`config.mk`:
```
export PLATFORM = sky130hd
export DESIGN_NAME = rs_latch_writer
export DESIGN_NICKNAME = d
export VERILOG_FILES = /design/src/rtl/rs_pkg.sv /design/src/rtl/rs_cycle_timer.sv /design/src/rtl/rs_latch_writer.sv
export SDC_FILE = /design/constraint.sdc
export NUM_CORES = 1
export LEC_CHECK = 0
export CORE_UTILIZATION = 45
export CTS_BUF_LIST = sky130_fd_sc_hd__clkbuf_2 sky130_fd_sc_hd__clkbuf_4 sky130_fd_sc_hd__clkbuf_8
export DETAILED_ROUTE_END_ITERATION = 10
export MAX_ROUTING_LAYER = met4
export PLACE_DENSITY = 0.74
export SYNTH_ARGS = -nofsm -noshare
export SYNTH_HDL_FRONTEND = slang
export SYNTH_HIERARCHICAL = 1
export SYNTH_SLANG_ARGS = --single-unit
```
`constraint.sdc`:
```
create_clock -name C -period 1.7 [get_ports C]
set_input_delay 0.255 -clock C [delete_from_list [all_inputs] [get_ports C]]
set_output_delay 0.255 -clock C [all_outputs]
set_load 0.01 [all_outputs]
```
`src/rtl/rs_pkg.sv`:
```
// Shared constants for the RS latch writer: FSM state encoding, default
// timing and the width of the shared cycle timer.
package rs_pkg;

  localparam logic [2:0] ST_IDLE   = 3'd0;
  localparam logic [2:0] ST_SETUP  = 3'd1;
  localparam logic [2:0] ST_PULSE  = 3'd2;
  localparam logic [2:0] ST_SETTLE = 3'd3;
  localparam logic [2:0] ST_CHECK  = 3'd4;

  localparam int unsigned DEF_PULSE_CYCLES  = 2;
  localparam int unsigned DEF_SETTLE_CYCLES = 1;
  localparam int unsigned DEF_CNT_W         = 8;
  localparam int unsigned TIMER_W           = 4;

  // The timer holds a phase for load+1 cycles, so an N-cycle phase loads N-1.
  function automatic logic [TIMER_W-1:0] timer_load(input int unsigned cycles);
    return TIMER_W'(cycles - 1);
  endfunction

endpackage

```
`src/rtl/rs_cycle_timer.sv`:
```
// Loadable down-counter with zero flag; times both the PULSE and the SETTLE
// phases of a latch write.
module rs_cycle_timer
  import rs_pkg::*;
(
  input  logic               clk_i,
  input  logic               rst_i,
  input  logic               load_i,
  input  logic [TIMER_W-1:0] load_val_i,
  output logic               zero_o
);

  logic [TIMER_W-1:0] cnt_q, cnt_d;

  always_comb begin
    cnt_d = cnt_q;
    if (load_i) begin
      cnt_d = load_val_i;
    end else if (cnt_q != '0) begin
      cnt_d = cnt_q - 1'b1;
    end
  end

  // NOTE: state registers use non-blocking assignments only, so every flop
  // samples its pre-edge inputs regardless of block evaluation order.
  always_ff @(posedge clk_i) begin
    if (rst_i) begin
      cnt_q <= '0;
    end else begin
      cnt_q <= cnt_d;
    end
  end

  assign zero_o = (cnt_q == '0);

endmodule

```
`src/rtl/rs_latch_writer.sv`:
```
// Initiator for a gated RS latch cell: turns valid/ready bit writes into
// R/S/gate pulses and verifies Q/NQ. Optional macro: RS_SKIP_REDUNDANT_EN.
module rs_latch_writer
  import rs_pkg::*;
#(
  parameter int unsigned PULSE_CYCLES  = DEF_PULSE_CYCLES,
  parameter int unsigned SETTLE_CYCLES = DEF_SETTLE_CYCLES,
  parameter int unsigned CNT_W         = DEF_CNT_W
) (
  input  logic             C,
  input  logic             RST,
  input  logic             D,
  input  logic             VALID,
  output logic             READY,
  output logic             R_OUT,
  output logic             S_OUT,
  output logic             G_OUT,
  input  logic             Q_IN,
  input  logic             NQ_IN,
  output logic             DONE,
  output logic             ERR,
  output logic [CNT_W-1:0] WR_COUNT
);

  logic [2:0]         state_q, state_d;
  logic               bit_q, bit_d;
  logic               r_q, r_d;
  logic               s_q, s_d;
  logic               g_q, g_d;
  logic               err_q, err_d;
  logic [CNT_W-1:0]   cnt_q, cnt_d;
  logic               tmr_load;
  logic [TIMER_W-1:0] tmr_val;
  logic               tmr_zero;

  rs_cycle_timer u_timer (
    .clk_i      (C),
    .rst_i      (RST),
    .load_i     (tmr_load),
    .load_val_i (tmr_val),
    .zero_o     (tmr_zero)
  );

  // NOTE: every next-state signal is defaulted to its current value before the
  // case statement, so no path through this block can infer a latch.
  always_comb begin
    state_d  = state_q;
    bit_d    = bit_q;
    r_d      = r_q;
    s_d      = s_q;
    g_d      = g_q;
    err_d    = err_q;
    cnt_d    = cnt_q;
    tmr_load = 1'b0;
    tmr_val  = '0;

    case (state_q)
      ST_IDLE: begin
        if (VALID) begin
          bit_d = D;
`ifdef RS_SKIP_REDUNDANT_EN
          if ((Q_IN == D) && (Q_IN != NQ_IN)) begin
            state_d = ST_CHECK;
          end else begin
            state_d = ST_SETUP;
            s_d     = D;
            r_d     = ~D;
          end
`else
          state_d = ST_SETUP;
          s_d     = D;
          r_d     = ~D;
`endif
        end
      end
      ST_SETUP: begin
        state_d  = ST_PULSE;
        g_d      = 1'b1;
        tmr_load = 1'b1;
        tmr_val  = timer_load(PULSE_CYCLES);
      end
      ST_PULSE: begin
        // Gate and both commands drop together so R/S never change under an open gate.
        if (tmr_zero) begin
          state_d  = ST_SETTLE;
          g_d      = 1'b0;
          r_d      = 1'b0;
          s_d      = 1'b0;
          tmr_load = 1'b1;
          tmr_val  = timer_load(SETTLE_CYCLES);
        end
      end
      ST_SETTLE: begin
        if (tmr_zero) begin
          state_d = ST_CHECK;
        end
      end
      ST_CHECK: begin
        if ((Q_IN != bit_q) || (Q_IN == NQ_IN)) begin
          err_d = 1'b1;
        end
        cnt_d   = cnt_q + 1'b1;
        state_d = ST_IDLE;
      end
      default: begin
        state_d = ST_IDLE;
        r_d     = 1'b0;
        s_d     = 1'b0;
        g_d     = 1'b0;
      end
    endcase
  end

  always_ff @(posedge C) begin
    if (RST) begin
      state_q <= ST_IDLE;
      bit_q   <= 1'b0;
      r_q     <= 1'b0;
      s_q     <= 1'b0;
      g_q     <= 1'b0;
      err_q   <= 1'b0;
      cnt_q   <= '0;
    end else begin
      state_q <= state_d;
      bit_q   <= bit_d;
      r_q     <= r_d;
      s_q     <= s_d;
      g_q     <= g_d;
      err_q   <= err_d;
      cnt_q   <= cnt_d;
    end
  end

  assign READY    = (state_q == ST_IDLE);
  assign DONE     = (state_q == ST_CHECK);
  assign R_OUT    = r_q;
  assign S_OUT    = s_q;
  assign G_OUT    = g_q;
  assign ERR      = err_q;
  assign WR_COUNT = cnt_q;

endmodule

```
==> results.sh, run 1 <==
export IMPL_wirelength_mm=2.10
export IMPL_htree_levels=1
export IMPL_p_per_area_nw_per_um2=1120
export IMPL_cts_path_max_buffers=2
export IMPL_p_switching_mw=0.480
export IMPL_ys_dominant_reg_cell="dfxtp_1"
export IMPL_finalWeightedCongestion=0.815
export IMPL_vias=860
export IMPL_yosysSeqAreaShare_pct=41.4
export IMPL_path_class="reg2reg"
export IMPL_avgSynthCellArea_um2=8.87
export IMPL_hold_buffers=0
export IMPL_overflow=0
export IMPL_run_status="finished, final reports clean"
export IMPL_die_h_um=48.4
export IMPL_mappedNetlistArea_um2=967
export IMPL_wl_per_cell_um=12.6
export IMPL_dp_cells=162
export IMPL_synth_top_cell_area_share_pct=41.4
export IMPL_yosysUniqueCellTypes=35
export IMPL_period_needed_ns=1.62
export IMPL_fmax_ghz=0.616
export IMPL_cp_required_ns=1.91
export IMPL_die_area_um2=2340
export IMPL_p_sw_share_pct=33.2
export IMPL_ir_drop_v=0.000829
export IMPL_synthCells=109
export IMPL_diodes=0
export IMPL_startpoint_type="flip-flop"
export IMPL_syn2layout_area_growth_pct=33.5
export IMPL_clock_sinks=20
export IMPL_slew_violations=0
export IMPL_grt_pass1_vias=829
export IMPL_end_kind="flip-flop"
export IMPL_ys_ff_latch=20
export IMPL_clockRootBuffer="clkbuf_4"
export IMPL_antenna_left=0
export IMPL_synth_largest_area_cell="dfxtp_1"
export IMPL_hpwl_mm=1.53
export IMPL_hold_viol=0
export IMPL_setup_tns_final_ns=0
export IMPL_initial_core_util_pct=48.8
export IMPL_ys_top_cells_by_area="dfxtp_1 (41%), nor2_1 (5.4%), xor2_1 (5.4%)"
export IMPL_min_path_type="reg2reg"
export IMPL_yosysWarnings=6
export IMPL_fin_cells=166
export IMPL_p_leak_nw=0.515
export IMPL_cts_buffers=3
export IMPL_path_max_fanout=6
export IMPL_p_int_mw=0.967
export IMPL_grt_max_degree=11
export IMPL_max_cap_viol_count=0
export IMPL_gr_usage_all_layers_pct=20.9
export IMPL_firstDrtPassIters=4
export IMPL_critPathArrivalTime_ns=1.84
export IMPL_detail_route_vias_per_cell=5.18
export IMPL_drc=0
export IMPL_async_reset_ff_share_pct=0
export IMPL_comb_power_share_pct=42.9
export IMPL_synth_edf_count=0
export IMPL_portBuffers=19
export IMPL_fin_skew_ns=0.00744
export IMPL_setup_viol=0
export IMPL_clk_pin_slew_worst_paths_ns=0.11
export IMPL_io_pins=20
export IMPL_drt_iter0_drc=9
export IMPL_num_rows=16
export IMPL_grt_pass1_wl_mm=3.66
export IMPL_seqPwrFrac_pct=42.0
export IMPL_core_region_area_um2=1980
export IMPL_p_clk_share_pct=15.1
export IMPL_layout_common_cells="dfxtp_1 (17), clkdlybuf4s50_1 (17), nor2_1 (14)"
export IMPL_power_mw=1.45
export IMPL_fin_crit_sh_pct=95.5
export IMPL_cts_tree="done"
export IMPL_drive_above_1_share_pct=19.4
export IMPL_die_w_um=48.4
export IMPL_nets=149
export IMPL_rsz0062_at_grt="no"
export IMPL_antenna_found_initial=0
export IMPL_clk_latency_ns=0.30
[power by group through the flow]
| stage | Sequential [mW] | Combinational [mW] | Clock (mW) |
|---|---|---|---|
| 2_1_floorplan | 0.601 | 0.390 | 0 |
| 3_3_place_gp | 0.609 | 0.575 | 0 |
| 3_5_place_dp | 0.613 | 0.589 | 0 |
| 4_1_cts | 0.606 | 0.593 | 0.227 |
| 5_1_grt | 0.617 | 0.684 | 0.251 |
| 6_report | 0.608 | 0.620 | 0.218 |
[logic make-up (layout without fill, tap and decap cells)]
family / Yosys count / in the layout / synth area share [%]
flops: 20 / 20 / 41.4
simple gates: 46 / 46 / 26.3
compound gates: 16 / 16 / 10.7
mux: 4 / 4 / 4.79
xor+xnor: 9 / 9 / 8.15
fa+ha+maj: 2 / 2 / 2.59
buf+inv: 11 / 39 / 5.69
other cells: 1 / 3 / 0.388
[routing by layer]
| layer | up-vias | track usage, % | wire length [um] |
|---|---|---|---|
| met2 | 23 | 38.0 | 1080 |
| met1 | 398 | 22.2 | 903 |
| met4 | 0 | 4.41 | 12 |
| li1 | 437 | - | - |
| met5 | - | - | 0 |
| met3 | 2 | 6.60 | 104 |
[state kept, by name (all words and copies together), names as in the netlist]
register / flops
S_OUT: 1
ERR: 1
bit_q: 1
R_OUT: 1
u_timer/cnt_q: 4
WR_COUNT: 8
state_q: 3
G_OUT: 1
[final timing paths]
kind / startpoint / endpoint / slack (ns) / depth (start not counted)
hold / removal: S_OUT / S_OUT / 0.49 / 2
setup reg to reg: u_timer/cnt_q[0] / u_timer/cnt_q[3] / 0.08 / 7
hold reg to reg: S_OUT / S_OUT / 0.49 / 2
setup / recovery: u_timer/cnt_q[0] / u_timer/cnt_q[3] / 0.08 / 7
[cell usage after synthesis, drive strengths merged (3+ instances only)]
cell,n
inv,6
dfxtp,20
xor2,6
a21oi,4
xnor2,3
o32ai,3
buf,4
nor2,14
a31oi,3
nor3,5
nand4,4
nand2,9
[critical path, stage by stage (launching register included)]
cell and delay (ns):
dfxtp_2 0.35, inv_1 0.06, ha_2 0.19, nor3b_4 0.15, nand3b_1 0.15, a21oi_4 0.10, or2_2 0.33, o32ai_1 0.22
[final cells by class]
type	count	area, um2
Clock buffer	3	22.5
Fill cell	167	691
Inverter	6	22.5
Multi-Input combinational cell	80	538
Sequential cell	20	404
Tap cell	27	33.8
Timing Repair Buffer	30	270
[repair_timing]
| action | 4_1_cts | 5_1_grt |
|---|---|---|
| pin swaps | 0 | 0 |
| setup buffers | 0 | 1 |
| endpoints found under the setup margin | 3 | 5 |
| gates resized for setup | 5 | 4 |
[stage by stage]
stage | worst slack (ns) | utilization [%] | instance area (um2) | hold WS [ns]
finish | 0.0765 | 65.2 | 1290 | 0.486
global route | 0.00976 | 65.2 | 1290 | 0.514
CTS | 0.0379 | 64.1 | 1270 | 0.486
detailed placement | 0.0177 | 62.6 | 1240 | 0.458
global placement | 0.109 | 62.6 | 1240 | 0.452
floorplan | 0.0830 | - | 975 | 0.324
(Power assumes the default switching activity.)
==> run 2: changes to the inputs <==
Settings changed: CAP_MARGIN set to 10.
==> results of run 2 <==
The final DEF is identical to that of run 1; final timing and power are the same.
==> run 3: changes to the inputs <==
==> constraint.sdc (replaced) <==
create_clock -name C -period 1.7 [get_ports C]
set_input_delay 0.51 -clock C [delete_from_list [all_inputs] [get_ports C]]
set_output_delay 0.51 -clock C [all_outputs]
set_load 0.01 [all_outputs]
==> results.sh, run 3 (same netlist as run 1, synthesis figures left out) <==
export IMPL_drive_above_1_share_pct=26.8
export IMPL_htree_levels=1
export IMPL_critPathArrivalTime_ns=1.84
export IMPL_antenna_found_initial=0
export IMPL_grt_pass1_vias=756
export IMPL_slew_violations=0
export IMPL_final_common_cell="nor2_1"
export IMPL_p_leak_nw=0.596
export IMPL_clk_pin_slew_worst_paths_ns=0.12
export IMPL_grt_pass1_wl_mm=3.24
export IMPL_p_sw_share_pct=31.6
export IMPL_layout_common_cells="nor2_1 (14), buf_4 (13), dfxtp_1 (12), dlygate4sd2_1 (12), nand2_1 (9)"
export IMPL_cts_buffers=3
export IMPL_clk_latency_ns=0.30
export IMPL_p_clk_share_pct=24.1
export IMPL_antenna_left=0
export IMPL_die_area_um2=2340
export IMPL_min_path_type="reg2reg"
export IMPL_hold_viol=0
export IMPL_power_mw=1.62
export IMPL_startpoint_type="flip-flop"
export IMPL_drt_iter0_drc=11
export IMPL_finalWeightedCongestion=0.824
export IMPL_setup_viol=0
export IMPL_fin_crit_sh_pct=95.1
export IMPL_path_max_fanout=7
export IMPL_fin_skew_ns=0.00407
export IMPL_hpwl_mm=1.53
export IMPL_cp_required_ns=1.92
export IMPL_cts_path_max_buffers=2
export IMPL_dp_cells=163
export IMPL_initial_core_util_pct=48.8
export IMPL_overflow=0
export IMPL_reg2reg_setup_slack_ns=0.08
export IMPL_path_class="reg2reg"
export IMPL_diodes=0
export IMPL_largest_register_ffs=8
export IMPL_syn2layout_area_growth_pct=37.6
export IMPL_clock_sinks=20
export IMPL_io_pins=20
export IMPL_max_cap_viol_count=0
export IMPL_nets=151
export IMPL_detail_route_vias_per_cell=5.05
export IMPL_end_kind="flip-flop"
export IMPL_core_region_area_um2=1980
export IMPL_cts_tree="done"
export IMPL_die_h_um=48.4
export IMPL_seqPwrFrac_pct=36.7
export IMPL_firstDrtPassIters=4
export IMPL_grt_max_degree=13
export IMPL_fin_hold_ws_ns=0.476
export IMPL_portBuffers=19
export IMPL_p_switching_mw=0.514
export IMPL_wirelength_mm=2.08
export IMPL_wl_per_cell_um=12.3
export IMPL_setup_tns_final_ns=0
export IMPL_fmax_ghz=0.619
export IMPL_p_int_mw=1.11
export IMPL_num_rows=16
export IMPL_p_per_area_nw_per_um2=1220
export IMPL_hold_buffers=0
export IMPL_vias=854
export IMPL_ir_drop_v=0.000848
export IMPL_die_w_um=48.4
export IMPL_fin_cells=169
export IMPL_gr_usage_all_layers_pct=18.5
export IMPL_clockRootBuffer="clkbuf_4"
export IMPL_period_needed_ns=1.62
export IMPL_comb_power_share_pct=39.2
export IMPL_run_status="finished, final reports clean"
export IMPL_drc=0
run 3: cell types whose count changed in the layout (fill, tap and decap cells not counted), moves of 2 or more:
| cell | delta |
|---|---|
| buf_4 | +2 |
| o32ai_2 | +2 |
| dlygate4sd2_1 | +10 |
| dfxtp_2 | +5 |
| clkbuf_2 | +2 |
| dfxtp_1 | -5 |
| o32ai_1 | -2 |
| clkdlybuf4s50_1 | -12 |
run 3: routing by layer:
layer	wire, um	vias up	GRT usage [%]
met5	0	-	-
met2	1090	16	33.1
li1	-	443	-
met1	910	391	20.5
met3	58	4	2.83
met4	28	0	7.35
run 3: area by class of cell:
| type | count | area [um2] |
|---|---|---|
| Fill cell | 161 | 651 |
| Multi-Input combinational cell | 80 | 549 |
| Sequential cell | 20 | 410 |
| Timing Repair Buffer | 32 | 263 |
| Tap cell | 27 | 33.8 |
| Clock inverter | 1 | 30.0 |
| Clock buffer | 3 | 22.5 |
| Inverter | 6 | 22.5 |
run 3: worst max-delay path, stage by stage (launching register included):
cell and delay (ns):
dfxtp_1 0.36, inv_1 0.07, ha_1 0.21, nor3b_4 0.16
buf_4 0.17, inv_1 0.08, a21oi_1 0.07, o22a_1 0.20
o32ai_1 0.22
run 3: path summary, 6_finish.rpt:
kind                                       start  endpoint  depth (start not counted)
worst max-delay path            u_timer/cnt_q[1]     S_OUT                          8
worst max register to register  u_timer/cnt_q[1]     S_OUT                          8
worst min-delay path                       G_OUT     G_OUT                          2
worst min register to register             G_OUT     G_OUT                          2
run 3: power by group through the flow:
stage                     clock network, mW  logic (mW)  registers [mW]
after floorplan                           0       0.390           0.601
after global placement                    0       0.569           0.600
after detailed placement                  0       0.584           0.604
after CTS                             0.396       0.582           0.598
after global routing                  0.424       0.693           0.606
final                                 0.391       0.637           0.597
run 3: through the flow:
stage / util (%) / cell area, um2 / setup slack (ns)
2_1_floorplan: - / 975 / 0.0830
3_3_place_gp: 63.0 / 1250 / 0.0177
3_5_place_dp: 63.0 / 1250 / -0.0506
4_1_cts: 65.8 / 1300 / -0.0142
5_1_grt: 67.2 / 1330 / -0.0152
6_report: 67.2 / 1330 / 0.0836
run 3: what timing repair did:
action                                  4_1_cts  5_1_grt
setup buffers                                 0        2
resized for setup                            23        8
pin swaps                                     0        1
endpoints found under the hold margin         0        0
endpoints found under the setup margin       14        8
==> patch 1: new RTL, settings of run 3 <==
The package constant `DEF_CNT_W` goes from 8 to 10.
--- a/src/rtl/rs_pkg.sv
+++ b/src/rtl/rs_pkg.sv
@@ -11,5 +11,5 @@
   localparam int unsigned DEF_PULSE_CYCLES  = 2;
   localparam int unsigned DEF_SETTLE_CYCLES = 1;
-  localparam int unsigned DEF_CNT_W         = 8;
+  localparam int unsigned DEF_CNT_W         = 10;
   localparam int unsigned TIMER_W           = 4;
 
Interface: changed (resized WR_COUNT); port bits go from 20 to 22. No check against the original RTL was run, so the function may have changed too.
==> patch 1 against run 3 <==
Final area increased by 11%. Routed wire length increased by 11%. Clock power decreased by 27%. Worst setup slack got worse by 13 ps. Area after synthesis increased by 15%. Synthesized cell count increased by 11%. Power increased by 2.1%. Sequential cell count increased by 2. Clock skew decreased by 3.2 ps.
==> patch 1: results (changes against run 3) <==
post-placement worst setup slack -44.6 ps (+6.08 ps); number of global-route vias before repair 904 (+20%); Total Nets Final 163 (+7.9%); result of the run complete, no violations; largest fanout on the critical path 5 (-2); largest cells by area after synthesis sky130_fd_sc_hd__dfxtp_1, sky130_fd_sc_hd__nor2_1, sky130_fd_sc_hd__xnor2_1; share of layout cells above drive strength 1 31.8% (+5.1 points); Detailed Route Iter0 Violations 6 (-5); GPL Wtd Cong 0.836 (+1.4%); post-synthesis cell type count 40 (+14%); global-route wire length before repair 3900 um (+20%); final non-filler cell total 182 (+7.7%); Worst Clk Skew 0.895 ps (-3.17 ps); routed via count divided by cell count 5.20 (+2.9%); routed wire length on met3 64 um (+10%); Syn Inst Count 121 (+11%); number of buffer cells added on primary ports 21 (+2); detailed placer's ending HPWL 1660 um (+8.2%); kind of cell adding the most delay to the critical path simple AND/OR/NAND/NOR gates; leakage 0.629 nW (+5.7%); slowest library cell on the worst path sky130_fd_sc_hd__dfxtp_2; pin count of the biggest net entering global routing 15 (+2); wire length after detailed routing 2320 um (+11%); M1 WL 1020 um (+12%); met2 WL 1200 um (+11%)
-- patch 1: area by class of cell --
cell class	count	area [um2]
sequential	22	462
fill	191	798
multi-input combinational	89	653
tap	28	35.0
inverter	7	26.3
timing repair buffer	32	265
clock buffer	4	36.3
-- patch 1: cells by family after synthesis --
group / after synthesis / share of synthesized area (%)
xor+xnor: 10 / 7.90
fa+ha+maj: 2 / 2.26
simple gates: 55 / 30.5
mux: 3 / 2.82
buf+inv: 12 / 7.00
other cells: 1 / 0.338
flops: 22 / 39.7
compound gates: 16 / 9.48
-- patch 1: power breakdown --
part / internal (mW) / total, mW / switching, mW / leakage [nW]
clock: 0.131 / 0.286 / 0.156 / 0.0210
sequential: 0.588 / 0.658 / 0.0700 / 0.186
combinational: 0.393 / 0.715 / 0.322 / 0.423
total: 1.11 / 1.66 / 0.547 / 0.629
-- patch 1: final timing paths --
| kind | start | to | slack, ps | cells past startpoint |
|---|---|---|---|---|
| max reg2reg | u_timer/cnt_q[0] | u_timer/cnt_q[3] | 70 | 7 |
| min | S_OUT | S_OUT | 470 | 2 |
| min reg2reg | S_OUT | S_OUT | 470 | 2 |
| max | u_timer/cnt_q[0] | u_timer/cnt_q[3] | 70 | 7 |
-- patch 1: repair_timing --
item,4_1_cts,5_1_grt
setup buffers,0,1
pin swaps,0,3
gates resized for setup,32,15
hold buffers,0,0
endpoints found under the setup margin,20,9
-- patch 1: metal layers --
metal,vias up,global-route usage [%]
met5,-,-
met4,0,8.11
met3,4,2.63
met2,21,36.8
met1,438,22.4
li1,483,-
-- patch 1: worst register-to-register path, delay by kind of cell, from the launching register on --
kind / cells / cell delay [ps]
simple gates: 3 / 630
flops: 1 / 350
buf+inv: 1 / 60
fa+ha+maj: 1 / 190
compound gates: 2 / 320
-- patch 1: through the flow --
step                      TNS [ps]  instance area, um2  power, mW  utilization [%]
after detailed placement      -111                1390       1.30             60.9
after global routing         -14.8                1480       1.77             64.9
final                            0                1480       1.66             64.9
after CTS                        0                1430       1.58             62.8
after floorplan                  0                1120       1.09                -
after global placement           0                1390       1.27             60.9
==> patch 2: new RTL, flow settings as in run 3 <==
Without the edit above. Make the reset (`RST` and `rst_i`) asynchronous in 2 clocked blocks.
--- a/src/rtl/rs_cycle_timer.sv
+++ b/src/rtl/rs_cycle_timer.sv
@@ -24,5 +24,5 @@
   // NOTE: state registers use non-blocking assignments only, so every flop
   // samples its pre-edge inputs regardless of block evaluation order.
-  always_ff @(posedge clk_i) begin
+  always_ff @(posedge clk_i or posedge rst_i) begin
     if (rst_i) begin
       cnt_q <= '0;
--- a/src/rtl/rs_latch_writer.sv
+++ b/src/rtl/rs_latch_writer.sv
@@ -112,5 +112,5 @@
   end
 
-  always_ff @(posedge C) begin
+  always_ff @(posedge C or posedge RST) begin
     if (RST) begin
       state_q <= ST_IDLE;
Formal check against the unedited RTL: differs if RST is asserted again (counterexample within 4 cycles, from zero or initial values and one cycle with RST high); with RST held inactive, the same outputs for 10 cycles.
==> patch 2 against run 3 <==
The run now ends with setup timing left. Global-route usage rose by 4.8 points. Area after synthesis rose by 3.6%. Final area rose by 15%. Sequential cell count did not move. Utilization rose by 8.6 points. Power rose by 41%. Combinational power rose by 82%. Worst setup slack got worse by 230 ps. Critical path depth rose by 1. Clock skew rose by 2.9 ps. Routed wire length rose by 16%. Sequential power rose by 24%. Highest routed layer unchanged.
==> patch 2: results (changes against run 3) <==
global-route wire length before repair 4130 um (+27%); share of layout cells above drive strength 1 36.7% (+10 points); post-detailed-route wirelength per cell 13.9 um (+13%); FILL cells 136 (-16%); Worst Clk Skew 7.01 ps (+2.95 ps); proportion of netlist area held by the largest area contributor 49.9% (+8.5 points); r2r startpoint u_timer/cnt_q[1]; final setup fails 2 (+2); leakage 0.782 nW (+31%); area post-placement 1350 um2 (+8.2%); commonest cells in the netlist sky130_fd_sc_hd__dfrtp_1, sky130_fd_sc_hd__nand2_1, sky130_fd_sc_hd__xnor2_1; Total Nets Final 156 (+3.3%); pin count of the biggest net entering global routing 17 (+4); result of the run complete, but fails checks; Detailed Route Iter0 Violations 9 (-2); worst min-delay path class in2async; detailed placer's ending HPWL 1480 um (-3.4%); global routing usage on met2 39.7% (+6.6 points); setup TNS -287 ps (-287 ps); met3 usage in global routing 2.18% (-0.65 points); fraction of registers with async set or reset after synthesis 100% (+100 points); GRT Resource Usage Total 23.3% (+4.8 points); largest vdd supply drop 1.08 mV (+27%); Via Count 872 (+2.1%); violations in the final reports setup timing; GPL Wtd Cong 0.819 (-0.67%); sequential fraction of the synthesis area 49.9% (+8.5 points); number of global-route vias before repair 886 (+17%); largest cells by area after synthesis sky130_fd_sc_hd__dfrtp_1, sky130_fd_sc_hd__xnor2_1, sky130_fd_sc_hd__mux2_2; post-synthesis xor/xnor area fraction 6.99% (-1.2 points); post-synthesis cell type count 34 (-2.9%); fraction of synthesized area in multiplexers 5.49% (+0.71 points); Final WS setup -146 ps (-230 ps); Synth Area in Compound Gates 8.61% (-2.1 points)
[patch 2: metal layers]
metal	wire, um	vias to the layer above
li1	-	431
met1	992	418
met3	72	4
met5	0	-
met2	1310	19
met4	34	0
[patch 2: critical path, cell delays in order (launching register included)]
cell and delay, ps:
sky130_fd_sc_hd__dfrtp_1 420, sky130_fd_sc_hd__inv_2 90, sky130_fd_sc_hd__ha_4 130, sky130_fd_sc_hd__nor3b_4 210, sky130_fd_sc_hd__nand2_2 90, sky130_fd_sc_hd__mux2_4 280
sky130_fd_sc_hd__nor2_4 90, sky130_fd_sc_hd__buf_6 130, sky130_fd_sc_hd__nor3_2 40, sky130_fd_sc_hd__a221o_1 280
[patch 2: repair_timing]
action | in CTS | in global routing
pin swaps | 4 | 3
setup buffers | 13 | 4
resized for setup | 25 | 6
setup endpoints to repair | 17 | 8
hold buffers | 0 | 0
[patch 2: power groups by stage]
stage / logic [mW] / registers, mW / clock network, mW
after floorplan: 0.551 / 0.749 / 0
after global placement: 0.916 / 0.742 / 0
after detailed placement: 0.959 / 0.749 / 0
after CTS: 1.06 / 0.733 / 0.403
after global routing: 1.26 / 0.753 / 0.426
final: 1.16 / 0.738 / 0.394
[patch 2: cells by family (layout without fill, tap and decap cells)]
logic type,count (synthesis),count (layout)
flip-flops,20,20
AO/OA/AOI/OAI,14,14
other,1,3
buffers and inverters,8,58
multiplexers,5,5
XOR/XNOR,8,8
AND/OR/NAND/NOR,37,37
adder cells (fa/ha/maj),2,2
[patch 2: area by class of cell]
| type | instances | share of cell area, % |
|---|---|---|
| tap | 27 | 2.21 |
| multi-input combinational | 69 | 34.4 |
| inverter | 4 | 0.980 |
| clock buffer | 3 | 1.47 |
| sequential | 20 | 32.8 |
| timing repair buffer | 50 | 26.2 |
| clock inverter | 1 | 1.96 |
[patch 2: path summary, 6_finish.rpt]
path | end | slack [ps] | cells past startpoint
worst max-delay path | u_timer/cnt_q[3] | -150 | 9
worst min-delay path | u_timer/cnt_q[2] | 390 | 2
worst max register to register | u_timer/cnt_q[3] | -150 | 9
worst min register to register | WR_COUNT[7] | 490 | 1
max in group asynchronous | state_q[1] | 980 | 3
min in group C | WR_COUNT[7] | 490 | 1
[patch 2: metrics by stage]
stage                     instances  utilization [%]  worst slack, ps  hold WS (ps)
after floorplan                  97                -             -279           276
after global placement          155             66.8            -93.4           455
after detailed placement        155             66.8             -165           456
after CTS                       172             73.8             -104           386
after global routing            174             75.7             -199           395
final                           174             75.7             -146           388
